### config.mk
export PLATFORM = sky130hd
export DESIGN_NAME = data_mem_responder
export DESIGN_NICKNAME = d
export VERILOG_FILES = /design/src/rtl/data_mem_responder.sv
export SDC_FILE = /design/constraint.sdc
export NUM_CORES = 2
export LEC_CHECK = 0
export CAP_MARGIN = 15
export CORE_UTILIZATION = 35
export CTS_CLUSTER_SIZE = 16
export DETAILED_ROUTE_END_ITERATION = 10
export DONT_BUFFER_PORTS = 1
export PLACE_DENSITY = 0.52
export SLEW_MARGIN = 20
export SYNTH_ARGS = -nofsm -noshare
export SYNTH_HDL_FRONTEND = slang
export SYNTH_SLANG_ARGS = --single-unit
### constraint.sdc
create_clock -name clk -period 3.55 [get_ports clk]
set_clock_uncertainty 0.1 [all_clocks]
set_input_delay 0.5325 -clock clk [delete_from_list [all_inputs] [get_ports clk]]
set_output_delay 0.5325 -clock clk [all_outputs]
set_load 0.02 [all_outputs]
### src/rtl/data_mem_responder.sv
// ---------------------------------------------------------------------------
// data_mem_responder
//
// Responder side of the core's data-memory interface. The array holds DEPTH
// 32-bit words with one write port and a combinational read port, so a
// single-cycle core sees its read data in the cycle it presents the address.
// After reset (or a clr request) a sweep zero-fills the array and only then
// raises mem_ready. A valid/ready preload port lets a loader write words
// whenever the array is ready. Saturating access counters and a sticky
// conflict flag are kept for debug.
//
// Ports:
//   clk          clock, all state changes on the rising edge
//   rst_n        asynchronous active-low reset
//   CEN          core chip enable (active low)
//   WEN          core write enable (active low), valid with CEN=0
//   OEN          core output enable (active low), valid with CEN=0
//   A            core word address
//   Data2Mem     core write data
//   ReadDataMem  combinational read data back to the core (0 when not reading)
//   ld_valid     preload request
//   ld_ready     preload accepted this cycle (array ready)
//   ld_addr      preload word address
//   ld_data      preload word
//   clr          synchronous re-clear request
//   mem_ready    clear sweep complete, array contents valid
//   rd_cnt       saturating count of accepted core reads
//   wr_cnt       saturating count of performed core writes
//   err_conflict sticky: a core write lost the write port to a preload
// ---------------------------------------------------------------------------
module data_mem_responder #(
  parameter int DEPTH = 128,
  parameter int CNT_W = 16,
  localparam int AW = $clog2(DEPTH)
) (
  input  logic             clk,
  input  logic             rst_n,
  input  logic             CEN,
  input  logic             WEN,
  input  logic             OEN,
  input  logic [AW-1:0]    A,
  input  logic [31:0]      Data2Mem,
  output logic [31:0]      ReadDataMem,
  input  logic             ld_valid,
  output logic             ld_ready,
  input  logic [AW-1:0]    ld_addr,
  input  logic [31:0]      ld_data,
  input  logic             clr,
  output logic             mem_ready,
  output logic [CNT_W-1:0] rd_cnt,
  output logic [CNT_W-1:0] wr_cnt,
  output logic             err_conflict
);

  localparam logic [0:0] CLEAR = 1'b0;
  localparam logic [0:0] READY = 1'b1;

  localparam logic [AW-1:0] LAST_IDX = AW'(DEPTH - 1);

  logic [0:0]       state_q, state_d;
  logic [AW-1:0]    idx_q, idx_d;
  logic [CNT_W-1:0] rd_cnt_q, rd_cnt_d;
  logic [CNT_W-1:0] wr_cnt_q, wr_cnt_d;
  logic             err_q, err_d;

  logic [31:0]      mem [DEPTH];

  logic             is_ready;
  logic             sweep_we;
  logic             ld_fire;
  logic             core_wr_req;
  logic             core_we;
  logic             core_rd;
  logic             mem_we;
  logic [AW-1:0]    mem_waddr;
  logic [31:0]      mem_wdata;

  assign is_ready    = (state_q == READY);
  // A clr edge restarts the sweep instead of writing, so it suppresses the clear write.
  assign sweep_we    = (state_q == CLEAR) && !clr;
  assign ld_fire     = is_ready && ld_valid;
  assign core_wr_req = is_ready && !CEN && !WEN;
  // Single write port: a preload in the same cycle wins regardless of address.
  assign core_we     = core_wr_req && !ld_fire;
  assign core_rd     = is_ready && !CEN && WEN && !OEN;

  assign ld_ready     = is_ready;
  assign mem_ready    = is_ready;
  assign rd_cnt       = rd_cnt_q;
  assign wr_cnt       = wr_cnt_q;
  assign err_conflict = err_q;

  assign ReadDataMem = core_rd ? mem[A] : 32'h0;

  // Sweep sequencer: walks idx through the array, then parks in READY.
  always_comb begin
    state_d = state_q;
    idx_d   = idx_q;
    if (clr) begin
      state_d = CLEAR;
      idx_d   = '0;
    end else if (state_q == CLEAR) begin
      idx_d = idx_q + AW'(1);
      if (idx_q == LAST_IDX) begin
        state_d = READY;
      end
    end
  end

  // Write-port arbitration: sweep, then preload, then core.
  always_comb begin
    mem_we    = 1'b0;
    mem_waddr = idx_q;
    mem_wdata = 32'h0;
    if (sweep_we) begin
      mem_we = 1'b1;
    end else if (ld_fire) begin
      mem_we    = 1'b1;
      mem_waddr = ld_addr;
      mem_wdata = ld_data;
    end else if (core_we) begin
      mem_we    = 1'b1;
      mem_waddr = A;
      mem_wdata = Data2Mem;
    end
  end

  always_comb begin
    rd_cnt_d = rd_cnt_q;
    wr_cnt_d = wr_cnt_q;
    err_d    = err_q;
    if (core_rd && (rd_cnt_q != '1)) begin
      rd_cnt_d = rd_cnt_q + CNT_W'(1);
    end
    if (core_we && (wr_cnt_q != '1)) begin
      wr_cnt_d = wr_cnt_q + CNT_W'(1);
    end
    if (core_wr_req && ld_fire) begin
      err_d = 1'b1;
    end
  end

  always_ff @(posedge clk or negedge rst_n) begin
    if (!rst_n) begin
      state_q  <= CLEAR;
      idx_q    <= '0;
      rd_cnt_q <= '0;
      wr_cnt_q <= '0;
      err_q    <= 1'b0;
    end else begin
      state_q  <= state_d;
      idx_q    <= idx_d;
      rd_cnt_q <= rd_cnt_d;
      wr_cnt_q <= wr_cnt_d;
      err_q    <= err_d;
    end
  end

  // The array itself has no reset; its contents are defined by the sweep.
  always_ff @(posedge clk) begin
    if (mem_we) begin
      mem[mem_waddr] <= mem_wdata;
    end
  end

endmodule

* Word level (Yosys, flattened, before mapping)
Memories as Yosys holds them, arrays and structs flattened. Index checks and enable logic that the tools add are counted.
Storage, ports and cells: register bits after elaboration 41, memory bits (writable) 4096, output and inout bits 67, memories kept 1
Cells by class: add/subtract/negate cells 3, eq/ne operators 4, mux-type cells 17, bitwise gates (word level) 1, reduce and logical (&&, ||, !) cells 15
Memories:
- mem | words 128, bits a word 32, rd ports 1, clocked after memory_dff 0, write ports 1, line 66 | logic [31:0] mem [DEPTH];
Operator list (count):
- two-way mux 32 bit | 4
- two-way mux 7 bit | 5
- adder 16 x 1 -> 16 bit (second input constant) | 2
- inequality test 16 bit (second input constant) | 2
- logical AND 1 bit | 10
- two-way mux 1 bit | 8
- adder 7 x 1 -> 7 bit (second input constant) | 1
- equality test 7 bit (second input constant) | 1
- logical NOT 1 bit | 5
- inequality test 2 bit (second input constant) | 1
- inverter 1 bit | 1

* Logic depth before layout (Yosys ltp)
depth after elaboration 9, depth in mapped cells 13, mapped depth without buffers 7

* Worst setup path before layout
No wires, ideal clock.
kind input-to-reg, from in ld_valid, to mem mem[69][0], enable pin, library setup time 0.421 ns, arrival time 3.703 ns, required time 3.029 ns, path slack -0.674 ns, cell stages on the path 8, buffers on the path 2, cells stage by stage clkbuf_1 > or4b_2 > a21oi_1 > nand2b_1 > a221o_1 > nand2b_4 > buf_2 > nor2_1
Between the ends: word-level cells in the longest chain between the ends 8, elaborated cells on any way between the ends 11
Ends and longest elaborated chain:
- start: declaration | line 44 | input logic ld_valid,
- logical AND 1 bit (*) | line 81 | assign ld_fire = is_ready && ld_valid;
- logical NOT 1 bit | line 84 | assign core_we = core_wr_req && !ld_fire;
- logical AND 1 bit | line 84
- two-way mux 1 bit | line 121 | end else if (core_we) begin
- two-way mux 1 bit | line 117 | end else if (ld_fire) begin
- two-way mux 1 bit | line 115 | if (sweep_we) begin
- two-way mux 1 bit | line 161 | if (mem_we) begin
- two-way mux 1 bit (not written as such) | line 162 | mem[mem_waddr] <= mem_wdata;
- end: declaration | line 66
Mark *: on every way between the ends. The rest lies on a longest branch, timed or not.

* Worst setup path after layout
from in A[0], to out ReadDataMem[27]
Between the ends: word-level cells in the longest chain between the ends 2
Ends and longest elaborated chain:
- start: declaration | line 41 | input logic [AW-1:0] A,
- memory (128 x 32 bit)
- two-way mux 32 bit | line 93 | assign ReadDataMem = core_rd ? mem[A] : 32'h0;
- end: declaration | line 43 | output logic [31:0] ReadDataMem,
No other way between the ends.

==> metrics.txt <==
RSZ-0062 raised after global routing yes; Clk pwr share 0.436; dpl cells 14,110; switching share of total power 0.2111; initial DRC count 11,650; clk buf depth 4; Synth Net Count 7,375; final setup vio count 32; Synth top area share 0.7764; H-tree Lvls 5; Yosys reg bits 4,137; Worst Path Buf+Inv 8; antenna-violating nets left 0; Clock Root Buffer clkbuf_16; crit end category output port; DRC viols 0; slowest cell delay on critical path 0.78 ns; Critical Path Fanout Max 48; Netlist cell types 62; sw power 21,410 uW; Area Growth Syn to Fin 27.73%; TritonCTS clock tree done; Hold WS 0.04769 ns; Max VDD drop 0.4863 mV; register share of total power 0.522; Pwr per Cell Area 501.1 nW/um^2; Required @ worst endpoint 2.92 ns; first-pass GRT wire length 744,100 um; internal power 79,980 uW; Tot GR Track Use 0.2390; slowest CP cell or4_4; vias in the first global route 85,940; Max Fclk 219.0 MHz; Max Cap Viol 0; post-DR vias/cell 5.708; Pre-Repair DR Iteration Count 5; Die Width 674.8 um; layout cells sized above 1 0.3709; Die H 674.8 um; Final Critical Period 4.566 ns; startpoint types input pin; die area 455,300 um^2; crit path cell chain buf_16, buf_16, buf_16, buf_16, buf_16, buf_16, buf_8, mux4_2, a22o_1, nand2_1, nand4_1, or4_4, buf_6; Seq/Total Area, Yosys 0.7829; Core ar. 449,700 um^2; Hold Fails Final Rpt 0; Crit path top cell by count buf_16; # clock sinks 4,137; Final Max Tran Viols 0; Comb pwr share 0.042; Slew headroom 0.4248; HP Class input pin to flop; wire per inst 36.14 um; post-synth top area cell edfxtp_1; Worst Slack Setup Final -1.016 ns; cells after synthesis 7,287; Mapped Avg Cell Area 21.74 um^2; failing checks negative setup slack; DP HPWL 346,400 um; status finished, violations left; gpl congestion 0.8661; async set-reset flop share out of synthesis 0.009911; synth warn 0; Layout Nets 8,988; antenna violations before repair 42; I/O Buffers 0; actual slew at the worst max-slew pin 0.8628 ns; prevailing post-synth register cell edfxtp_1; Placement Rows 246; Tcrit/Tclk final 1.286; Leak 0.07210 uW; setup_tns -24.80 ns; synth top area cells edfxtp_1, mux4_2, mux2i_1; Finished Core Util 0.4500; GR Overflow Total 0; Routed WL 550,400 um; CP Class input pin to output port; post-synth design cell area 158,400 um^2; TritonCTS Buffers 422; clock slew at reported path FFs 0.06 ns; vias 86,920; Layout Cells excl Fill 15,230; pin count of the biggest net entering global routing 129; Worst EP arrival 3.93 ns; number of enable flip-flop cells after synthesis 4,096; clk_lat worst skew 0.99 ns; Top Family by Delay on Critical Path buffers and inverters; I/O Pins 152; Initial Util 0.3523
-- flip-flops by register name, summed over array words and instances (netlist names) --
signal,flops
mem,4096
rd_cnt,16
wr_cnt,16
idx_q,7
err_conflict,1
ld_ready,1
-- layout make-up --
cell class | instances | area (um^2)
antenna | 17 | 42.54
clock buffer | 520 | 11140
clock inverter | 263 | 2449
fill | 37570 | 247300
inverter | 5 | 23.77
multi-input combinational | 2741 | 35700
sequential | 4137 | 124000
tap | 5952 | 7447
timing repair buffer | 1593 | 21520
-- Yosys cell counts (4+ instances only) --
library cell and count:
edfxtp_1 4096, mux4_2 835, mux2i_1 466, a22oi_1 293, nand2_1 238, nor2_1 185, clkbuf_1 180, a21oi_1 114
nand3_1 105, buf_2 103, a22o_1 72, o22ai_1 70, buf_4 62, dfrtp_1 41, buf_1 32, nor3_1 30
a41oi_1 29, buf_6 26, a221oi_1 25, o221ai_1 24, nand4_1 21, and3_1 17, xnor2_1 17, or4_1 16
mux2_2 15, xor2_1 15, a211oi_1 13, nor4_1 12, a2111oi_0 11, a31oi_1 11, and2_1 11, nand2b_1 11
nor2b_1 10, a2111oi_2 7, o211a_1 7, o31ai_1 6, a41o_1 5, o2111ai_1 5, o21ai_0 5, o22a_1 5
or2_2 5, a21boi_0 4, inv_1 4, or3_1 4
-- worst reg2reg max path: stages, from the launching register on --
cell	delay, ns
dfrtp_2	0.42
buf_4	0.14
buf_4	0.23
buf_8	0.22
o21ai_0	0.16
buf_4	0.20
nand2b_1	0.15
a221o_1	0.42
or2_2	0.44
nor2_4	0.42
buf_12	0.29
-- cell usage in the layout (no fill, tap or decap), drive strengths merged, types with 12 or more instances in the layout --
cell type    synthesis  final
a21oi              114    114
nor2               185    185
a221oi              25     25
bufbuf               0     16
mux2i              466    466
nand2              238    238
mux2                15     15
or4                 16     16
nor4                12     12
xnor2               17     17
dfrtp               41     41
nor3                30     30
nand2b              13     13
dlygate4sd3          0     59
a22oi              293    293
clkinvlp             0     19
a41oi               29     29
mux4               835    835
xor2                15     15
diode                0     17
a22o                72     72
o221ai              24     24
edfxtp            4096   4096
clkinv               0    193
bufinv               0     38
clkbuf             181    522
nand3              105    105
inv                  5     18
and3                17     17
a211oi              13     13
buf                223   1515
a2111oi             19     19
nand4               21     21
o22ai               70     70
-- through the flow --
step | setup WS, ns | cell area (um^2) | total power (uW)
floorplan | -0.5118 | 158700 | 56000
global placement | -5.877 | 181100 | 57320
detailed placement | -4.903 | 181200 | 57330
CTS | -0.9885 | 201000 | 101800
global route | -0.9405 | 202300 | 103800
finish | -1.016 | 202300 | 101400
-- power groups by stage --
stage,clock [uW],combinational [uW],sequential [uW]
floorplan,0,2020,54000
global placement,0,3330,54000
detailed placement,0,3340,54000
CTS,44700,4100,53000
global route,46500,4360,52900
finish,44200,4230,53000
-- final timing paths --
kind,start,endpoint,cells past startpoint,slack [ns]
max in group asynchronous,rst_n,ld_ready,3,3.01
worst max register to register,ld_ready,mem[81][22],10,0.01
worst max-delay path,A[0],ReadDataMem[27],13,-1.02
min in group asynchronous,rst_n,wr_cnt[5],3,0.08
worst min-delay path,Data2Mem[14],mem[57][14],2,0.05
worst min register to register,idx_q[6],ld_ready,2,0.49
-- per-layer routing --
metal / part of all wire / vias up / wire (um) / GRT usage
li1: - / 34260 / - / -
met1: 0.41 / 47550 / 226200 / 0.3371
met2: 0.45 / 4268 / 249400 / 0.3660
met3: 0.093 / 830 / 51180 / 0.04990
met4: 0.043 / 16 / 23520 / 0.08846
met5: 0.00020 / - / 109 / 0
-- timing repair --
| item | CTS | global route |
|---|---|---|
| pin swaps | 103 | 78 |
| gates cloned | 67 | 2 |
| setup buffers | 143 | 85 |
| endpoints found under the hold margin | 783 | 41 |
| hold buffers | 67 | 2 |
| gates resized for setup | 488 | 123 |
| setup endpoints to repair | 32 | 524 |
-- kinds of logic (layout without fill, tap and decap cells) --
logic type | count (synthesis) | in the layout | synth area share
DFF | 4137 | 4137 | 0.7829
other | 0 | 17 | 0
AOI/OAI and AO/OA | 714 | 714 | 0.03326
adders and majority gates | 3 | 3 | 0.0002370
buffers and inverters | 409 | 2381 | 0.01323
muxes | 1316 | 1316 | 0.1492
xor gates and xnor gates | 32 | 32 | 0.001769
and+or+nand+nor | 676 | 676 | 0.01939
Power figures use the tool's default switching activity.
